--- config.mk ---
export PLATFORM = sky130hd
export DESIGN_NAME = ov5640_dvp_gen
export DESIGN_NICKNAME = d
export VERILOG_FILES = /design/src/rtl/ov5640_dvp_gen.sv
export SDC_FILE = /design/constraint.sdc
export NUM_CORES = 1
export LEC_CHECK = 0
export ABC_AREA = 1
export CAP_MARGIN = 20
export CORE_ASPECT_RATIO = 1.5
export CORE_MARGIN = 3
export CORE_UTILIZATION = 45
export CTS_CLUSTER_DIAMETER = 150
export DETAILED_ROUTE_END_ITERATION = 8
export MAX_ROUTING_LAYER = met4
export PLACE_DENSITY = 0.67
export SYNTH_ARGS = -nofsm -noshare
export SYNTH_HDL_FRONTEND = slang
export SYNTH_SLANG_ARGS = --single-unit
--- constraint.sdc ---
create_clock -name clk -period 3.2 [get_ports clk]
set_input_delay 0.64 -clock clk [delete_from_list [all_inputs] [get_ports clk]]
set_output_delay 0.64 -clock clk [all_outputs]
set_load 0.01 [all_outputs]
--- src/rtl/ov5640_dvp_gen.sv ---
// OV5640-style DVP transmitter: emits vsync/href/8-bit RGB565 bytes (high byte first)
// sourced from an external ready/valid pixel stream or an internal test pattern.
module ov5640_dvp_gen #(
  parameter int   H_ACTIVE    = 640,
  parameter int   H_BLANK     = 160,
  parameter int   VSYNC_LINES = 4,
  parameter int   V_BACK      = 16,
  parameter int   V_ACTIVE    = 480,
  parameter int   V_FRONT     = 8,
  parameter logic VS_POL      = 1'b1
) (
  input  logic        clk,
  input  logic        rst_n,
  input  logic        en,
  input  logic [1:0]  mode,
  input  logic [15:0] pix_data,
  input  logic        pix_valid,
  output logic        pix_ready,
  output logic        dvp_vsync,
  output logic        dvp_href,
  output logic [7:0]  dvp_data,
  output logic        frame_done,
  output logic        underflow,
  output logic [15:0] frame_cnt,
  output logic        busy
);
  localparam int LINE_LEN = 2 * H_ACTIVE + H_BLANK;
  localparam int HC_W     = $clog2(LINE_LEN);
  localparam logic [HC_W-1:0] HC_LAST   = HC_W'(LINE_LEN - 1);
  localparam logic [HC_W-1:0] HREF_END  = HC_W'(2 * H_ACTIVE);
  localparam logic [HC_W-1:0] HREF_LAST = HC_W'(2 * H_ACTIVE - 1);
  localparam logic [HC_W-2:0] BAR_PIX   = (HC_W - 1)'(H_ACTIVE / 8);

  typedef enum logic [2:0] {
    IDLE   = 3'd0,
    VSYNC  = 3'd1,
    VBACK  = 3'd2,
    ACTIVE = 3'd3,
    VFRONT = 3'd4
  } state_t;

  function automatic logic [15:0] bar_colour(input logic [2:0] bar);
    case (bar)
      3'd0:    bar_colour = 16'hFFFF;
      3'd1:    bar_colour = 16'hFFE0;
      3'd2:    bar_colour = 16'h07FF;
      3'd3:    bar_colour = 16'h07E0;
      3'd4:    bar_colour = 16'hF81F;
      3'd5:    bar_colour = 16'hF800;
      3'd6:    bar_colour = 16'h001F;
      default: bar_colour = 16'h0000;
    endcase
  endfunction

  state_t          state_r, state_s;
  logic [HC_W-1:0] hc_r, hc_s;
  logic [15:0]     vc_r, vc_s, last_line_s;
  logic [1:0]      mode_r, mode_s;
  logic [15:0]     pix_r, pix_s, cnt_r, cnt_s, new_pix_s;
  logic            frame_end_s, href_s, fetch_s, ready_s, vsync_s, underflow_s;
  logic [7:0]      data_s;
  logic [2:0]      bar_s;

  // State register with column/line counters
  always_ff @(posedge clk or negedge rst_n) begin
    if (!rst_n) begin
      state_r <= IDLE;
      hc_r    <= '0;
      vc_r    <= 16'd0;
    end else begin
      state_r <= state_s;
      hc_r    <= hc_s;
      vc_r    <= vc_s;
    end
  end

  // Next state: step through whole line periods of each frame phase
  always_comb begin
    state_s     = state_r;
    hc_s        = hc_r;
    vc_s        = vc_r;
    frame_end_s = 1'b0;
    last_line_s = 16'd0;
    case (state_r)
      VSYNC:   last_line_s = 16'(VSYNC_LINES - 1);
      VBACK:   last_line_s = 16'(V_BACK - 1);
      ACTIVE:  last_line_s = 16'(V_ACTIVE - 1);
      VFRONT:  last_line_s = 16'(V_FRONT - 1);
      default: last_line_s = 16'd0;
    endcase
    if (state_r == IDLE) begin
      hc_s = '0;
      vc_s = 16'd0;
      if (en) state_s = VSYNC;
      else    state_s = IDLE;
    end else if (hc_r != HC_LAST) begin
      hc_s = hc_r + HC_W'(1);
    end else begin
      hc_s = '0;
      if (vc_r != last_line_s) begin
        vc_s = vc_r + 16'd1;
      end else begin
        vc_s = 16'd0;
        case (state_r)
          VSYNC:  state_s = VBACK;
          VBACK:  state_s = ACTIVE;
          ACTIVE: state_s = VFRONT;
          VFRONT: begin
            frame_end_s = 1'b1;
            if (en) state_s = VSYNC;
            else    state_s = IDLE;
          end
          default: state_s = IDLE;
        endcase
      end
    end
  end

  // Output decode from the upcoming cycle's position so every output can be registered
  always_comb begin
    if (state_s == VSYNC && state_r != VSYNC) mode_s = mode;
    else                                       mode_s = mode_r;
    href_s  = (state_s == ACTIVE) && (hc_s < HREF_END);
    fetch_s = href_s && !hc_s[0];
    bar_s   = 3'(hc_s[HC_W-1:1] / BAR_PIX);
    case (mode_s)
      2'd1:    new_pix_s = bar_colour(bar_s);
      2'd2:    new_pix_s = cnt_r;
      2'd3:    new_pix_s = 16'hF800;
      default: new_pix_s = pix_valid ? pix_data : 16'h0000;
    endcase
    if (state_s == VSYNC && state_r != VSYNC) cnt_s = 16'd0;
    else if (fetch_s)                          cnt_s = cnt_r + 16'd1;
    else                                       cnt_s = cnt_r;
    pix_s = fetch_s ? new_pix_s : pix_r;
    if (!href_s)      data_s = 8'h00;
    else if (fetch_s) data_s = new_pix_s[15:8];
    else              data_s = pix_r[7:0];
    underflow_s = underflow | (fetch_s && (mode_s == 2'd0) && !pix_valid);
    // Fetch slot: the cycle right before each high byte, including the last cycle of the preceding line
    ready_s = (mode_s == 2'd0) &&
              (((state_s == ACTIVE) && hc_s[0] && (hc_s < HREF_LAST)) ||
               ((hc_s == HC_LAST) &&
                (((state_s == ACTIVE) && (vc_s != 16'(V_ACTIVE - 1))) ||
                 ((state_s == VBACK) && (vc_s == 16'(V_BACK - 1))))));
    vsync_s = (state_s == VSYNC) ? VS_POL : ~VS_POL;
  end

  // Registered DVP outputs and pixel pipeline
  always_ff @(posedge clk or negedge rst_n) begin
    if (!rst_n) begin
      dvp_vsync  <= ~VS_POL;
      dvp_href   <= 1'b0;
      dvp_data   <= 8'h00;
      pix_ready  <= 1'b0;
      frame_done <= 1'b0;
      underflow  <= 1'b0;
      frame_cnt  <= 16'd0;
      busy       <= 1'b0;
      mode_r     <= 2'd0;
      pix_r      <= 16'd0;
      cnt_r      <= 16'd0;
    end else begin
      dvp_vsync  <= vsync_s;
      dvp_href   <= href_s;
      dvp_data   <= data_s;
      pix_ready  <= ready_s;
      frame_done <= frame_end_s;
      underflow  <= underflow_s;
      frame_cnt  <= frame_cnt + {15'd0, frame_end_s};
      busy       <= (state_s != IDLE);
      mode_r     <= mode_s;
      pix_r      <= pix_s;
      cnt_r      <= cnt_s;
    end
  end
endmodule

==> results.py <==
metrics = {
    "die": {
        "core_um2": 11230,
        "initial_core_util_pct": 46.69,
        "rows": 47,
        "die-area_um2": 13010,
        "ios": 52,
        "die_w_um": 94.14,
        "die_h_um": 138.2,
    },
    "detailed_routing": {
        "initialDrtViolationCount": 189,
        "drc": 0,
        "drt_pass1_iterations": 4,
        "post_drt_wl_per_cell_um": 14.04,
        "route.vias.total": 4701,
        "antenna_left": 0,
        "avgViaCountPerCell": 5.104,
        "route.final.wire_length_um": 12930,
    },
    "power": {
        "powerDensity_nw_per_um2": 506.7,
        "peakVddDrop_mv": 0.2595,
        "p_total_mw": 3.194,
        "p_leak_nw": 3.061,
    },
    "global_routing": {
        "grt_use_total_pct": 21.39,
        "grt.overflow.total": 0,
        "grt_pass1_vias": 4696,
        "grt_pass1_wl_um": 21540,
        "grt_max_degree": 52,
        "antenna_found_initial": 0,
    },
    "timing": {
        "maxSlewViolCount": 0,
        "fin_skew_ns": 0.009246,
        "rsz0062_at_grt": "no",
        "tightestPinTransition_ns": 0.7559,
        "fin_crit_sh_pct": 92.62,
        "hold_viol_final": 0,
        "relSlewSlack_pct": 49.22,
        "hold_ws_ns": 0.3193,
        "fmax_mhz": 337.4,
        "fin_setup_tns_ns": 0,
        "finalCriticalPeriod_ns": 2.964,
        "finalWorstSetupSlack_ns": 0.2361,
        "setup_viol": 0,
    },
    "setup_path": {
        "crit_fanout": 8,
        "end_kind": "flop",
        "path_cells": "ha_1 > nand2_2 > nor2_8 > nand3_4 > buf_4 > nor3_1 > nand4_1 > or2_2 > nand3_1 > nand2_1 > nor3_1 > nand3_1 > nand2_1 > nand2_1 > a21oi_1",
        "critPathArrivalTime_ns": 3.19,
        "critPathKind": "flop to flop",
        "max_stage_delay_ns": 0.37,
        "cpMostUsedCell": "nand2_1",
        "critPathSlowestCell": "dfrtp_1",
        "worst_ep_required_time_ns": 3.42,
        "start_kind": "flop",
        "critPathBufInv": 1,
        "crit_family": "simple AND/OR/NAND/NOR gates",
    },
    "cts": {
        "clkSinkCount": 86,
        "numCtsBuffers": 9,
        "htree_levels": 3,
        "tritoncts": "done",
        "clkTransAtPathRegs_ns": 0.06,
        "root_buffer": "clkbuf_16",
        "clockBufferDepth": 2,
        "clock_latency_ns": 0.34,
    },
    "yosys": {
        "yosysMostFrequentCell": "nand2_1",
        "synth_top_area_cell": "dfrtp_1",
        "synth-main-ff-cell": "dfrtp_1",
        "synth_cells": 706,
        "yosysWarningCount": 0,
        "synth_common_cells": "182 x nand2_1, 96 x inv_1, 86 x dfrtp_1",
        "yosysTopAreaCellShare_pct": 41.04,
        "synth_area_um2": 5244,
        "yosysUniqueCellTypes": 40,
        "yosys_register_bits": 86,
        "synth-edff-count": 0,
        "ys_seq_area_share_pct": 41.04,
        "synth_fp_nets": 733,
        "synth_top_cells_by_area": "dfrtp_1 41%, nand2_1 13%, inv_1 6.9%",
        "synth-async-reset-ratio_pct": 100.0,
        "syn_area_per_cell_um2": 7.427,
    },
    "final_layout": {
        "multiInputGateArea_um2": 2669,
        "fillCellCount": 1067,
        "syn_to_final_growth_pct": 20.19,
        "n_antenna_cell": 0,
        "nNetsFinal": 796,
        "ff_latch_area_um2": 2152,
        "layout-drive-gt1-share_pct": 10.98,
    },
    "outcome": {
        "status": "complete, no violations",
    },
    "flow_run": {
        "max-cap-violations": 0,
    },
    "min_path": {
        "hold_path.class": "input pin to asynchronous set/reset pin",
    },
    "placement": {
        "port-buffer-count": 51,
        "gp_congestion": 0.9148,
        "dpl_worst_slack_ns": -0.009384,
        "hpwl_um": 10090,
    },
}
==> stage by stage <==
step	cells	area [µm²]	util (%)
after floorplan	706	5244	-
after global placement	904	5949	52.97
after detailed placement	904	5949	52.97
after CTS	920	6262	55.75
after global routing	921	6302	56.11
final	921	6302	56.11
==> worst reg2reg max path, delay by kind of cell (launching register included) <==
family                     cells  cell delay, ns
AOI/OAI and AO/OA              1            0.25
DFF                            1            0.37
and+or+nand+nor               12            1.86
adders and majority gates      1            0.20
buffers and inverters          1            0.18
==> registers in the layout, indices dropped and copies added (netlist names), 2 cells and up <==
register / cells
hc_r: 11
frame_cnt: 16
dvp_data: 8
cnt_r: 16
state_r: 3
pix_r: 8
mode_r: 2
vc_r: 16
==> report_power, final <==
part / total [mW] / internal, mW / switching [mW]
Clock: 1.08 / 0.632 / 0.450
Sequential: 1.16 / 1.13 / 0.0289
Combinational: 0.951 / 0.291 / 0.660
==> kinds of logic after synthesis <==
logic type      synth area share (%)
compound gates                 5.345
xor+xnor                       5.345
fa+ha+maj                      1.193
buf+inv                        8.781
flops                          41.04
simple gates                   38.30
==> layer usage <==
metal / vias up / global-route usage, % / part of all wire, % / wire (µm)
met1: 2198 / 21.95 / 39 / 5023
met3: 20 / 4.130 / 2.7 / 348
li1: 2387 / - / - / -
met5: - / - / 0 / 0
met2: 96 / 39.82 / 56 / 7303
met4: 0 / 6.849 / 1.9 / 251
==> path summary, 6_finish.rpt <==
check | from | cells past startpoint | slack [ns] | to
setup / recovery | hc_r[0] | 15 | 0.24 | pix_ready
hold / removal | rst_n | 1 | 0.32 | pix_ready
setup reg to reg | hc_r[0] | 15 | 0.24 | pix_ready
hold reg to reg | pix_r[7] | 2 | 0.48 | pix_r[7]
max in group asynchronous | rst_n | 2 | 2.18 | vc_r[8]
min in group clk | pix_r[7] | 2 | 0.48 | pix_r[7]
==> cell type report <==
| type | count | share of cell area [%] |
|---|---|---|
| multi-input combinational | 505 | 42.35 |
| tap | 147 | 2.918 |
| clock inverter | 6 | 1.092 |
| timing repair buffer | 62 | 9.371 |
| inverter | 105 | 6.333 |
| clock buffer | 10 | 3.792 |
| sequential | 86 | 34.15 |
==> timing repair <==
| item | 4_1_cts | 5_1_grt |
|---|---|---|
| setup buffers | 0 | 1 |
| hold endpoints to repair | 0 | 0 |
| endpoints found under the setup margin | 2 | 15 |
| cloned | 0 | 0 |
| gates resized for setup | 1 | 10 |
| pin swaps | 0 | 1 |
| hold buffers | 0 | 0 |
==> cells in the final DEF, fill, tap and decap left out, types with 3 or more instances in the layout <==
cell               n
a21oi_1           10
buf_4             12
clkbuf_16          9
clkdlybuf4s50_1   50
clkinv_1           3
clkinv_2           3
dfrtp_1           86
ha_1               5
inv_1             96
inv_2              3
nand2_1          181
nand2_2           15
nand2_4            6
nand3_1           65
nand3_2            3
nand3_4            3
nand3b_1           6
nand4_1           21
nor2_1            66
nor2_2             6
nor2_4             5
nor3_1            25
nor4_1             4
o211ai_1           4
o21ai_0           25
o21ai_1            4
or2_2              6
xnor2_1            6
xor2_1            26
No activity file was read; power rests on OpenSTA's default activity.
